**config.mk**
```make
export PLATFORM = sky130hd
export DESIGN_NAME = delay_prog
export DESIGN_NICKNAME = d
export VERILOG_FILES = /design/src/rtl/delay_prog.sv
export SDC_FILE = /design/constraint.sdc
export NUM_CORES = 1
export LEC_CHECK = 0
export BUFFER_PORTS_ARGS = -buffer_cell sky130_fd_sc_hd__buf_2
export CORE_ASPECT_RATIO = 0.7
export CORE_MARGIN = 1.5
export CORE_UTILIZATION = 30
export CTS_CLUSTER_DIAMETER = 150
export DETAILED_ROUTE_END_ITERATION = 7
export PLACE_DENSITY = 0.47
export SYNTH_ARGS = -nofsm -noshare
export SYNTH_HDL_FRONTEND = slang
export SYNTH_SLANG_ARGS = --single-unit
```
**constraint.sdc**
```tcl
create_clock -name clk -period 5.35 [get_ports clk]
set_clock_uncertainty 0.1 [all_clocks]
set_input_delay 0.535 -clock clk [delete_from_list [all_inputs] [get_ports clk]]
set_output_delay 0.535 -clock clk [all_outputs]
set_load 0.05 [all_outputs]
```
**src/rtl/delay_prog.sv**
```systemverilog
// Programmable-depth delay line with per-stage valid bits.
// The output tap selects one register stage, so the delay can change without losing data.
module delay_prog #(
    parameter int WIDTH     = 20,
    parameter int MAX_DEPTH = 8,
    parameter int SEL_W     = 3
) (
    input  logic             clk,
    input  logic             rst_n,
    input  logic             en,
    input  logic             clr,
    input  logic             dly_ld,
    input  logic [SEL_W-1:0] dly,
    input  logic             in_valid,
    input  logic [WIDTH-1:0] in,
    output logic [WIDTH-1:0] out,
    output logic             out_valid,
    output logic             primed,
    output logic [SEL_W-1:0] dly_cur
);

    localparam logic [SEL_W-1:0] DLY_RST  = SEL_W'(MAX_DEPTH - 1);
    localparam logic [SEL_W:0]   FILL_MAX = (SEL_W + 1)'(MAX_DEPTH);
    localparam logic [SEL_W:0]   ONE      = (SEL_W + 1)'(1);

    logic [WIDTH-1:0]     data_q [MAX_DEPTH];
    logic [MAX_DEPTH-1:0] vld_q;
    logic [SEL_W:0]       fill_cnt;
    logic [SEL_W-1:0]     dly_q;
    logic [SEL_W:0]       need;
    logic                 shift;

    assign shift = en & ~clr;

    // Data stages: clear wins over shift; invalid samples still move their data.
    always_ff @(posedge clk or negedge rst_n) begin
        if (!rst_n) begin
            for (int k = 0; k < MAX_DEPTH; k++) begin
                data_q[k] <= '0;
            end
        end else if (clr) begin
            for (int k = 0; k < MAX_DEPTH; k++) begin
                data_q[k] <= '0;
            end
        end else if (shift) begin
            data_q[0] <= in;
            for (int k = 1; k < MAX_DEPTH; k++) begin
                data_q[k] <= data_q[k-1];
            end
        end
    end

    // Valid bits travel alongside the data.
    always_ff @(posedge clk or negedge rst_n) begin
        if (!rst_n) begin
            vld_q <= '0;
        end else if (clr) begin
            vld_q <= '0;
        end else if (shift) begin
            vld_q <= {vld_q[MAX_DEPTH-2:0], in_valid};
        end
    end

    // Delay select loads independent of enable; a clear in the same cycle blocks it.
    always_ff @(posedge clk or negedge rst_n) begin
        if (!rst_n) begin
            dly_q <= DLY_RST;
        end else if (dly_ld && !clr) begin
            dly_q <= dly;
        end
    end

    // Count of valid samples accepted since reset/clear, saturating at chain depth.
    always_ff @(posedge clk or negedge rst_n) begin
        if (!rst_n) begin
            fill_cnt <= '0;
        end else if (clr) begin
            fill_cnt <= '0;
        end else if (shift && in_valid && fill_cnt != FILL_MAX) begin
            fill_cnt <= fill_cnt + ONE;
        end
    end

    assign need      = {1'b0, dly_q} + ONE;
    assign primed    = (fill_cnt >= need);
    assign out       = data_q[dly_q];
    assign out_valid = vld_q[dly_q];
    assign dly_cur   = dly_q;

endmodule

```
==> qor.yml <==
outcome:
  outcome: "finished clean"
grt:
  track_usage: 0.130
  grt_max_degree: 103
  grt_pass1_wl_um: 29700
  grt.overflow.total: 0
  antenna_found_initial: 0
  first_global_vias: 5173
placement:
  gp_congestion: 0.688
  placed_area_um2: 8980
  place_hpwl_um: 10200
  port_buffers: 53
  pre_cts_ws_ps: 2390
clock_tree:
  cts_made_buffers: 17
  hold_buffers: 0
  post_cts_resized: 0
  cts_tree: "done"
  clkTransAtPathRegs_ps: 70
  root_buffer: "clkbuf_16"
  post_cts_buffers: 0
  insertion_delay_ps: 430
  ctsHtreeMaxLevel: 4
  clk_path_buf_depth: 2
  cts.sinks: 175
yosys:
  ys_warn_count: 0
  seq_area_frac_synth: 0.517
  synthFlopType: "dfrtp_1"
  synth_top_area_share: 0.507
  syn_nets: 744
  synth.distinct_cells: 24
  avgSynthCellArea_um2: 12.0
  async_flop_share: 1.00
  post-synth-top-area-cell: "dfrtp_1"
  synth_top_cells_by_area: "dfrtp_1 51%, mux2i_1 20%, mux4_2 11%"
  synth-edff-count: 0
  yosys_register_bits: 175
  synthCells: 708
  synth_area_um2: 8480
sta:
  worst_slack_ps: 2000
  finalHoldViolCount: 0
  setup_violations: 0
  hold_slack_ps: 90.3
  fmax_mhz: 299
  slew_headroom: 0.334
  period_needed_ps: 3350
  min_period_over_period: 0.626
  slew_viol_final: 0
  rsz0062_at_grt: "no"
  tns_ps: 0
  worst_pin_slew_ps: 999
worst_setup_path:
  crit_start: "dly_cur[1]"
  crit_top_cell: "ha_1"
  worstPathRequired_ps: 4720
  path_buf_inv: 1
  regToRegStartpoint: "dly_cur[0]"
  critPathKind: "register to output pin"
  cpPeakStageDelay_ps: 1150
  worstPathArrival_ps: 2710
  crit_chain: "ha_1, xnor2_1, ha_1, nand2_1, o21ai_0, buf_2"
  crit_family: "flip-flops"
  slowest_stage: "dfstp_4"
  cp-end-kind: "output pin"
  startpoint_type: "register"
  cp_max_fo: 46
cells_and_area:
  stdcell_area_um2: 9550
  nets: 770
  multi_input_area_um2: 3760
  drive_gt1_frac: 0.183
  fillers: 2800
  num_antenna_cells: 0
  seqCellArea_um2: 4390
  synthToLayoutAreaGrowth_pct: 12.5
  fin_util: 0.343
floorplanning:
  dieArea_um2: 29300
  die_y_um: 144
  rows: 51
  core-area_um2: 27800
  initial_utilization: 0.305
  die_x_um: 204
  ios: 54
pwr:
  seqPwrFrac: 0.486
  ir_drop_v: 0.000209
  switching_power_mw: 0.794
  power.internal_mw: 2.12
  comb_power_share: 0.108
  power_switching_share: 0.272
  power_density_nw_per_um2: 305
  leakage_nw: 4.77
  pwr-share-clk: 0.407
detailed_routing:
  route.detailed.drc: 0
  wire_per_inst_um: 16.0
  ant_nets: 0
  detail_route.first_pass.iterations: 4
  drt-initial-drc-count: 343
  dr_total_vias: 5149
  drt-total-wl_um: 17800
  via_per_inst: 4.61
run:
  cap_violations: 0
worst_hold_path:
  hp-class: "primary input to async pin"
## final cells by class
class | instances | area share
timing repair buffer | 59 | 0.0371
clock inverter | 11 | 0.00852
inverter | 5 | 0.00197
multi-input combinational | 476 | 0.394
sequential | 175 | 0.460
clock buffer | 21 | 0.0503
tap | 371 | 0.0486
## power by group through the flow
stage	logic, mW	clock network, mW	registers [mW]
final	0.314	1.19	1.42
after global routing	0.342	1.29	1.43
after CTS	0.322	1.23	1.42
after detailed placement	0.322	0	1.44
after global placement	0.321	0	1.44
after floorplan	0.272	0	1.40
## state kept, by name, summed over array words and instances (netlist names)
name / cells
dly_cur: 3
data_q: 160
vld_q: 8
fill_cnt: 4
## per-stage QoR
step                std cells  power (mW)
global placement         1086        1.77
CTS                      1118        2.97
finish                   1118        2.92
floorplan                 708        1.67
global route             1118        3.06
detailed placement       1086        1.77
## cell families (layout without fill, tap and decap cells)
| logic type | after synthesis | after routing | synth area share |
|---|---|---|---|
| and+or+nand+nor | 245 | 245 | 0.111 |
| muxes | 214 | 214 | 0.316 |
| DFF | 175 | 175 | 0.517 |
| buffers and inverters | 57 | 96 | 0.0401 |
| AOI/OAI and AO/OA | 9 | 9 | 0.00546 |
| adders and majority gates | 7 | 7 | 0.0103 |
| xor gates and xnor gates | 1 | 1 | 0.00103 |
## cell usage after synthesis (all sizes together), types with 4 or more instances
cell type / instances
ha: 7
mux4: 42
nor2: 170
nand2: 66
dfrtp: 172
clkbuf: 20
a21oi: 5
inv: 5
mux2i: 169
nand2b: 4
buf: 32
## final timing paths
path                              end  slack, ps  cells after the start
max in group asynchronous  dly_cur[0]       4100                      2
min                        data_q[48]         90                      1
min reg2reg                 data_q[7]        420                      2
min in group clk           dly_cur[0]        240                      3
max reg2reg                dly_cur[0]       3540                      3
max                            primed       2000                      6
## layout by cell type (no fill, tap or decap), types with 2 or more instances in the layout
cell / n
mux2i_1: 169
inv_1: 5
clkbuf_8: 4
mux2_2: 3
dfrtp_1: 172
nand2b_1: 4
dfstp_2: 2
mux4_1: 2
clkbuf_16: 17
inv_6: 3
buf_2: 50
clkinvlp_4: 6
mux4_2: 40
o21ai_0: 3
ha_1: 7
nand2_1: 66
a21oi_1: 5
nand3_1: 3
buf_12: 2
clkinv_2: 2
buf_4: 5
nor2_1: 170
## per-layer routing
metal	global-route usage	vias up	routed length (um)
met2	0.189	62	7820
li1	-	2481	-
met1	0.194	2598	9430
met5	0	-	0
met3	0.0290	8	466
met4	0.0360	0	127
No activity file was read; power rests on OpenSTA's default activity.
